===== config.mk =====
export PLATFORM = sky130hd
export DESIGN_NAME = mul_rot_unit_flat
export DESIGN_NICKNAME = d
export VERILOG_FILES = /design/src/rtl/mul_rot_unit_if.sv /design/src/rtl/mul_rot_unit.sv /design/src/flat_wrapper.sv
export SDC_FILE = /design/constraint.sdc
export NUM_CORES = 2
export LEC_CHECK = 0
export CORE_ASPECT_RATIO = 0.7
export CORE_UTILIZATION = 55
export DETAILED_ROUTE_END_ITERATION = 10
export GPL_TIMING_DRIVEN = 0
export PLACE_DENSITY = 0.73
export SLEW_MARGIN = 20
export SYNTH_ARGS = -nofsm -noshare
export SYNTH_HDL_FRONTEND = slang
export SYNTH_SLANG_ARGS = --single-unit

===== constraint.sdc =====
create_clock -name clk_i -period 16.15 [get_ports clk_i]
set_input_delay 4.845 -clock clk_i [delete_from_list [all_inputs] [get_ports clk_i]]
set_output_delay 4.845 -clock clk_i [all_outputs]
set_load 0.005 [all_outputs]

===== src/rtl/mul_rot_unit_if.sv =====
// Request/response bundle between issue, the rotating multiplier and writeback.
interface mul_rot_unit_if #(
   parameter int XLEN = 32
);
   logic            in_valid_i;
   logic            in_ready_o;
   logic [1:0]      op_i;
   logic [XLEN-1:0] op_a_i;
   logic [XLEN-1:0] op_b_i;
   logic            flush_i;
   logic            out_valid_o;
   logic            out_ready_i;
   logic [XLEN-1:0] result_o;
   logic            busy_o;

   modport slave (
      input  in_valid_i, op_i, op_a_i, op_b_i, flush_i, out_ready_i,
      output in_ready_o, out_valid_o, result_o, busy_o
   );

   modport master (
      output in_valid_i, op_i, op_a_i, op_b_i, flush_i, out_ready_i,
      input  in_ready_o, out_valid_o, result_o, busy_o
   );
endinterface


===== src/rtl/mul_rot_unit.sv =====
// Iterative RV32M multiplier: fixed A chunks times a rotating B register,
// one registered partial-product stage feeding a 2*XLEN accumulator.
module mul_rot_unit #(
   parameter int XLEN  = 32,
   parameter int CHUNK = 8
) (
   input  logic          clk_i,
   input  logic          rst_i,
   mul_rot_unit_if.slave bus
);
   localparam int LANES = XLEN / CHUNK;
   localparam int KW    = $clog2(LANES);
   localparam int AW    = 2 * XLEN;
   localparam int PW    = 2 * CHUNK + 2;
   localparam int SW    = $clog2(AW) + 1;

   typedef enum logic [1:0] {IDLE, CALC, DRAIN, DONE} state_t;

   state_t          state_reg, state_next;
   logic [KW-1:0]   k_reg;
   logic [XLEN-1:0] a_reg;
   logic [XLEN-1:0] b_rot_reg;
   logic [1:0]      op_reg;
   logic            sign_a_reg;
   logic            sign_b_reg;
   logic            pipe_valid_reg;
   logic [AW-1:0]   pipe_reg [LANES];
   logic [AW-1:0]   lane_prod [LANES];
   logic [AW-1:0]   pipe_sum;
   logic [AW-1:0]   acc_reg;
   logic            accept;
   logic            calc_step;
   logic            last_step;

   assign accept    = (state_reg == IDLE) && bus.in_valid_i && !bus.flush_i;
   assign calc_step = (state_reg == CALC) && !bus.flush_i;
   assign last_step = (k_reg == KW'(LANES - 1));

   always_comb begin
      state_next = state_reg;
      case (state_reg)
         IDLE: begin
            if (bus.in_valid_i) begin
               if ((bus.op_a_i == '0) || (bus.op_b_i == '0))
                  state_next = DONE;
               else
                  state_next = CALC;
            end
         end
         CALC:    if (last_step) state_next = DRAIN;
         DRAIN:   state_next = DONE;
         DONE:    if (bus.out_ready_i) state_next = IDLE;
         default: state_next = IDLE;
      endcase
      if (bus.flush_i)
         state_next = IDLE;
   end

   // B rotates toward lane 0, so lane i always holds original chunk (i+k) mod LANES.
   for (genvar gi = 0; gi < LANES; gi++) begin : g_lane
      localparam logic TOP_A = (gi == LANES - 1);
      logic [KW:0]          j_raw;
      logic [KW-1:0]        j_idx;
      logic [CHUNK-1:0]     a_chunk;
      logic [CHUNK-1:0]     b_chunk;
      logic signed [CHUNK:0] a_ext;
      logic signed [CHUNK:0] b_ext;
      logic signed [PW-1:0]  prod;
      logic [SW-1:0]         sh;

      assign j_raw   = (KW+1)'(gi) + {1'b0, k_reg};
      assign j_idx   = (j_raw >= (KW+1)'(LANES)) ? KW'(j_raw - (KW+1)'(LANES)) : KW'(j_raw);
      assign a_chunk = a_reg[gi*CHUNK +: CHUNK];
      assign b_chunk = b_rot_reg[gi*CHUNK +: CHUNK];
      assign a_ext   = $signed({TOP_A & sign_a_reg & a_chunk[CHUNK-1], a_chunk});
      assign b_ext   = $signed({(j_idx == KW'(LANES - 1)) & sign_b_reg & b_chunk[CHUNK-1], b_chunk});
      assign prod    = PW'(a_ext) * PW'(b_ext);
      assign sh      = SW'(CHUNK) * (SW'(gi) + SW'(j_idx));
      assign lane_prod[gi] = AW'(prod) << sh;
   end

   always_comb begin
      pipe_sum = '0;
      for (int i = 0; i < LANES; i++)
         pipe_sum = pipe_sum + pipe_reg[i];
   end

   always_ff @(posedge clk_i) begin
      if (rst_i) begin
         state_reg      <= IDLE;
         k_reg          <= '0;
         a_reg          <= '0;
         b_rot_reg      <= '0;
         op_reg         <= '0;
         sign_a_reg     <= 1'b0;
         sign_b_reg     <= 1'b0;
         pipe_valid_reg <= 1'b0;
         acc_reg        <= '0;
         for (int i = 0; i < LANES; i++)
            pipe_reg[i] <= '0;
      end else begin
         state_reg      <= state_next;
         pipe_valid_reg <= calc_step;
         if (calc_step) begin
            for (int i = 0; i < LANES; i++)
               pipe_reg[i] <= lane_prod[i];
            b_rot_reg <= {b_rot_reg[CHUNK-1:0], b_rot_reg[XLEN-1:CHUNK]};
            k_reg     <= last_step ? '0 : k_reg + KW'(1);
         end
         if (accept) begin
            a_reg      <= bus.op_a_i;
            b_rot_reg  <= bus.op_b_i;
            op_reg     <= bus.op_i;
            sign_a_reg <= bus.op_i[0] ^ bus.op_i[1];
            sign_b_reg <= (bus.op_i == 2'b01);
            acc_reg    <= '0;
            k_reg      <= '0;
         end else if (pipe_valid_reg) begin
            acc_reg <= acc_reg + pipe_sum;
         end
      end
   end

   assign bus.in_ready_o  = (state_reg == IDLE);
   assign bus.busy_o      = (state_reg != IDLE);
   assign bus.out_valid_o = (state_reg == DONE);
   assign bus.result_o    = (op_reg == 2'b00) ? acc_reg[XLEN-1:0] : acc_reg[AW-1:XLEN];
endmodule

===== src/flat_wrapper.sv =====
// flat-port wrapper written by rule: the top's interface ports become plain ports
module mul_rot_unit_flat 
#(
   parameter int XLEN  = 32,
   parameter int CHUNK = 8
)
  (clk_i, rst_i, bus_in_valid_i, bus_op_i, bus_op_a_i, bus_op_b_i, bus_flush_i, bus_out_ready_i, bus_in_ready_o, bus_out_valid_o, bus_result_o, bus_busy_o);
  mul_rot_unit_if #(.XLEN(XLEN)) bus_i ();
  input  logic clk_i;
  input  logic rst_i;
  input wire logic [$bits(bus_i.in_valid_i)-1:0] bus_in_valid_i;
  input wire logic [$bits(bus_i.op_i)-1:0] bus_op_i;
  input wire logic [$bits(bus_i.op_a_i)-1:0] bus_op_a_i;
  input wire logic [$bits(bus_i.op_b_i)-1:0] bus_op_b_i;
  input wire logic [$bits(bus_i.flush_i)-1:0] bus_flush_i;
  input wire logic [$bits(bus_i.out_ready_i)-1:0] bus_out_ready_i;
  output wire logic [$bits(bus_i.in_ready_o)-1:0] bus_in_ready_o;
  output wire logic [$bits(bus_i.out_valid_o)-1:0] bus_out_valid_o;
  output wire logic [$bits(bus_i.result_o)-1:0] bus_result_o;
  output wire logic [$bits(bus_i.busy_o)-1:0] bus_busy_o;
  assign bus_i.in_valid_i = bus_in_valid_i;
  assign bus_i.op_i = bus_op_i;
  assign bus_i.op_a_i = bus_op_a_i;
  assign bus_i.op_b_i = bus_op_b_i;
  assign bus_i.flush_i = bus_flush_i;
  assign bus_i.out_ready_i = bus_out_ready_i;
  assign bus_in_ready_o = bus_i.in_ready_o;
  assign bus_out_valid_o = bus_i.out_valid_o;
  assign bus_result_o = bus_i.result_o;
  assign bus_busy_o = bus_i.busy_o;
  mul_rot_unit #(.XLEN(XLEN), .CHUNK(CHUNK)) u_core (.clk_i(clk_i), .rst_i(rst_i), .bus(bus_i));
endmodule

**Word level (Yosys, flattened, before mapping)**

Memory sizes are Yosys's and may differ from the RTL's.
Cells that the tools add are included.

- Input port bits: 71
- Register bits after elaboration: 137
- Logic and storage cells: 99
- Bits in read-only memories: 0
- RAM bits: 256
- Output and inout bits: 35
- Bits in latches: 0
- Memories: 1

- Reductions and logical operators: 14
- Mux-type cells: 22
- Add/sub/neg operators: 15
- $mul: 4
- Shift-type cells: 4
- Magnitude comparators: 4
- Equal/unequal tests: 12
- Bitwise operators: 14
- Divide/modulo/power cells: 0

Memory list:

| name | depth | width | rd ports | clocked after Yosys merged registers in | write ports | line | RTL |
|---|---|---|---|---|---|---|---|
| u_core.pipe_reg | 4 | 64 | 4 | 0 | 4 | mul_rot_unit.sv:27 | `logic [AW-1:0] pipe_reg [LANES];` |

Operators with widths:

| kind | number |
|---|---|
| $add 64x64->64 | 4 |
| $mux 64 | 4 |
| $shl 64x7->64 | 3 |
| $mux 32 | 3 |
| $mul 9x9->18 | 4 |
| $logic_not 32->1 | 2 |
| $shl 64x5->64 | 1 |
| $mux 2 | 9 |
| $eq 2x2->1 const B | 7 |
| $add 2x2->3 const A | 4 |
| $and 1x1->1 | 9 |
| $ge 3x3->1 const B | 3 |
| $pmux 2 s4 | 1 |
| $sub 2x1->2 const B | 4 |
| $add 1x2->3 const A | 2 |
| $mux 1 | 5 |
| $eq 2x1->1 const B | 2 |
| $logic_not 2->1 | 2 |
| $ne 2x2->1 const B | 2 |
| $or 1x1->1 | 4 |
| $reduce_bool 2->1 | 2 |
| $reduce_or 2->1 | 2 |
| $ge 2x3->1 const B | 1 |
| $logic_and 1x1->1 | 3 |
| 6 further kinds | 6 |

**Longest topological paths before layout**

- Word-level depth: 9
- Mapped depth: 28
- Depth with buffers taken out: 23

**Worst setup path after synthesis**

Ideal clock, no wire load.

- Kind: input -> register
- Start: input rst_i
- End: memory u_core.pipe_reg[0][0] (netlist bit) (enable)
- Cell stages on the path: 3
- Setup slack: 4513 ps
- Path buffers: 2
- Arrival: 11001 ps
- Data required time: 15513 ps
- Library setup time: 637 ps
- Cells stage by stage: clkbuf_1 clkbuf_1 nand2b_1

RTL lines:

| item | line | RTL |
|---|---|---|
| from (decl) | flat_wrapper.sv:10 | `input logic rst_i;` |
| to (decl) | mul_rot_unit.sv:27 |  |

==> results_tabular.tex <==
\begin{tabular}{lr}
\hline
Metric & Value \\
\hline
\multicolumn{2}{l}{\textbf{Status}} \\
Outcome & completed \\
\multicolumn{2}{l}{\textbf{Timing}} \\
Worst-case clock skew & 44.2 ps \\
Setup TNS Final & 0 ps \\
Final Cycle Share & 63.7\% \\
Final slew viol count & 0 \\
Number of failing setup endpoints in the final timing report & 0 \\
Max-slew headroom & 19.3\% \\
Max Clk Rate & 0.0972 GHz \\
Unrepaired setup endpoints after global routing & no \\
Actual transition at the worst max-transition pin & 1200 ps \\
Shortest clock period the worst path allows after layout & 10,280 ps \\
Count of endpoints failing hold in the final timing report & 0 \\
Worst hold margin & 469 ps \\
Final Worst Setup Slack & 5870 ps \\
\multicolumn{2}{l}{\textbf{Synth}} \\
Count of yosys warnings during synthesis & 0 \\
Synthesized area divided by synthesized cell count & a little under 10 um2 \\
Number of distinct library cells after synthesis & 85 \\
Number of flops mapped to enable cells by yosys & 234 \\
Sequential fraction of the synthesis area & between 20\% and 30\% \\
Ranking of synthesized cells by instance count & fa\_1, nand2\_1, inv\_1, ha\_1, nor2\_1 \\
Mapped Cells & about 3,400 \\
Synth top area share & 23.0\% \\
Cell area after synthesis & 0.0336 mm2 \\
Synth area leader & fa\_1 \\
Biggest area contributors in the synthesized netlist & fa\_1, edfxtp\_1, ha\_1 \\
Ys async rst share & 0\% \\
Number of flip-flops and latches in the synthesized netlist & 371 \\
Commonest register cell after synthesis & edfxtp\_1 \\
Most frequent cell after synthesis & fa\_1 \\
\multicolumn{2}{l}{\textbf{Clock tree}} \\
Post-CTS Hold Buffers & 0 \\
Max Root-Sink Buffers & 3 \\
Clock latency of the later-clocked register in the worst-skew pair & approximately 600 ps \\
Post-cts gate resize count & 0 \\
Buffers inserted by post-CTS timing repair & 0 \\
Clk sink count & around 370 \\
Total CTS buffers & 39 \\
Master cell of the clock root buffer & clkbuf\_16 \\
Clock-pin transition on the worst setup and hold timing paths & 70 ps \\
Clock tree from TritonCTS & done \\
CTS H-tree depth & 2 \\
\multicolumn{2}{l}{\textbf{Placed design}} \\
Buffers on Ports & 105 \\
Cell Area, Placed & 0.0359 mm2 \\
Placed wire-length estimate after detailed placement & 91,300 um \\
Cell Count Post-Placement & 4,334 \\
Worst-case setup slack after placement & 6400 ps \\
Placer Congestion & 1.07 \\
\multicolumn{2}{l}{\textbf{GRT}} \\
Overall fraction of global-route tracks in use & 36.9\% \\
Pin count of the biggest net entering global routing & 57 \\
Wire length of the first global-routing pass & 168,000 um \\
Via count of the first global-routing pass & 26,600 \\
Number of antenna violations at the first check in global routing & 7 \\
GRT Residual Overflow & 0 \\
\multicolumn{2}{l}{\textbf{Cells and area}} \\
Fin area & about 0.037 mm2 \\
Synthesis-to-finish area growth & 11.1\% \\
Share of cells above drive strength 1 & between 4 and 5\% \\
Post-Route Utilization & 62.1\% \\
Flip-flop count of the largest register, all copies and words added & 234 \\
Count of placed standard cells in the final layout, fillers left out & approximately 4,400 \\
Multi-input gate area & 0.0219 mm2 \\
Layout fillers & 5,066 \\
Post-layout nets & around 4,300 \\
Footprint of the flip-flops and latches & just under 0.01 mm2 \\
\multicolumn{2}{l}{\textbf{Setup path}} \\
Crit Path Category & reg -> reg \\
CP required & roughly 16,000 ps \\
Critical Path Start Type & flop \\
Biggest cell delay along the critical path & 700 ps \\
Category of the worst setup path capture point & flop \\
Max FO, Critical Path & 11 \\
Max stage delay cell, worst path & clkbuf\_1 \\
CP Data Arrival Time & 10,530 ps \\
\multicolumn{2}{l}{\textbf{Power}} \\
Static Leak & roughly 16 nW \\
Maximum vdd drop & 0.0789 mV \\
Power Total & 3.24 mW \\
Power per cell area & between 80 and 90 mW/mm2 \\
\multicolumn{2}{l}{\textbf{Floorplan}} \\
Number of rows in the core area & 75 \\
Die area & 0.0622 mm2 \\
IO Pins & 106 \\
Die H & 209 um \\
Overall die width & 298 um \\
Floorplan core area & 0.0602 mm2 \\
Starting density of the core & a little under three fifths \\
\multicolumn{2}{l}{\textbf{Routing}} \\
Length of the first detailed-routing pass in iterations & 6 \\
DR iter-0 viols & 3,603 \\
Total length of routed wires & 112,000 um \\
DR vias & 26,700 \\
Per-cell routed wire length & 25.3 um \\
ANT nets after route & 0 \\
DRC viols & 0 \\
Via density & 6.05 \\
\multicolumn{2}{l}{\textbf{Job}} \\
Max cap viols & 0 \\
\multicolumn{2}{l}{\textbf{Hold path}} \\
Worst hold path type & reg -> reg \\
\hline
\end{tabular}
## final timing paths
check             slack (ps)  depth (start not counted)                     startpoint                              endpoint
setup / recovery        5870                         27   u_core.k_reg[0]$_SDFFE_PP0P_  u_core.pipe_reg[0][99]$_SDFFCE_PN0P_
hold / removal           470                          2  u_core.op_reg[1]$_SDFFE_PP0P_         u_core.op_reg[1]$_SDFFE_PP0P_
setup reg to reg        5870                         27   u_core.k_reg[0]$_SDFFE_PP0P_  u_core.pipe_reg[0][99]$_SDFFCE_PN0P_
hold reg to reg          470                          2  u_core.op_reg[1]$_SDFFE_PP0P_         u_core.op_reg[1]$_SDFFE_PP0P_
## cells in the final DEF (no fill, tap or decap), types with 10 or more instances in the layout
master | netlist | routed
clkbuf_1 | 159 | 164
o21ai_1 | 18 | 18
or2_2 | 16 | 16
dfxtp_1 | 137 | 137
and2_1 | 134 | 134
fa_1 | 387 | 387
nand3_1 | 41 | 41
nand2_1 | 363 | 363
nor2_1 | 248 | 246
buf_2 | 11 | 11
nand4_1 | 24 | 24
xor2_1 | 46 | 46
nor2b_1 | 19 | 19
buf_1 | 11 | 11
or3_1 | 10 | 10
mux2i_1 | 80 | 80
and3_1 | 34 | 34
o22ai_1 | 12 | 12
inv_1 | 339 | 339
a31oi_1 | 21 | 21
a21oi_1 | 247 | 247
o21a_1 | 23 | 23
xnor2_1 | 67 | 67
conb_1 | 1 | 16
nor4_1 | 18 | 18
clkdlybuf4s50_1 | 0 | 105
ha_1 | 271 | 271
edfxtp_1 | 234 | 234
mux2_2 | 40 | 40
o21ai_0 | 102 | 102
o21bai_1 | 14 | 14
nor3_1 | 38 | 38
nand2b_1 | 39 | 38
a32oi_1 | 11 | 11
a211oi_1 | 39 | 38
a21o_1 | 46 | 46
clkbuf_16 | 0 | 41
## per-layer routing
| layer | track usage (%) | wire length (um) |
|---|---|---|
| met2 | 50.0 | 43400 |
| met1 | 53.5 | 47500 |
| met5 | 0 | 40 |
| met3 | 16.8 | 18000 |
| met4 | 8.19 | 2660 |
## worst max-delay path: cells and delay by family (launching register included)
kind | cells | cell delay, ps
xor+xnor | 1 | 410
flops | 1 | 460
simple gates | 5 | 1700
fa+ha+maj | 7 | 3100
buf+inv | 9 | 2970
compound gates | 5 | 1280
## kinds of logic after synthesis
logic type	count (synthesis)	synth area share (%)
fa+ha+maj	658	33.1
buf+inv	524	5.94
mux	120	3.72
other cells	1	0.0111
compound gates	608	11.2
simple gates	1004	14.0
flops	371	29.0
xor+xnor	114	3.02
## where the power goes
part | internal, mW | leakage, nW | switching, mW
combinational | 0.422 | 12.0 | 0.707
clock | 0.592 | 0.681 | 0.428
sequential | 1.05 | 3.54 | 0.0368
total | 2.07 | 16.2 | 1.17
## area by class of cell
type                       instances  area share (%)
tap                              808            2.71
inverter                         340            3.41
sequential                       371            26.1
clock buffer                      52            3.02
antenna                            2          0.0134
timing repair buffer             113            3.29
clock inverter                    19           0.760
buffer                           184            1.93
multi-input combinational       2520            58.7
(Power assumes the default switching activity.)
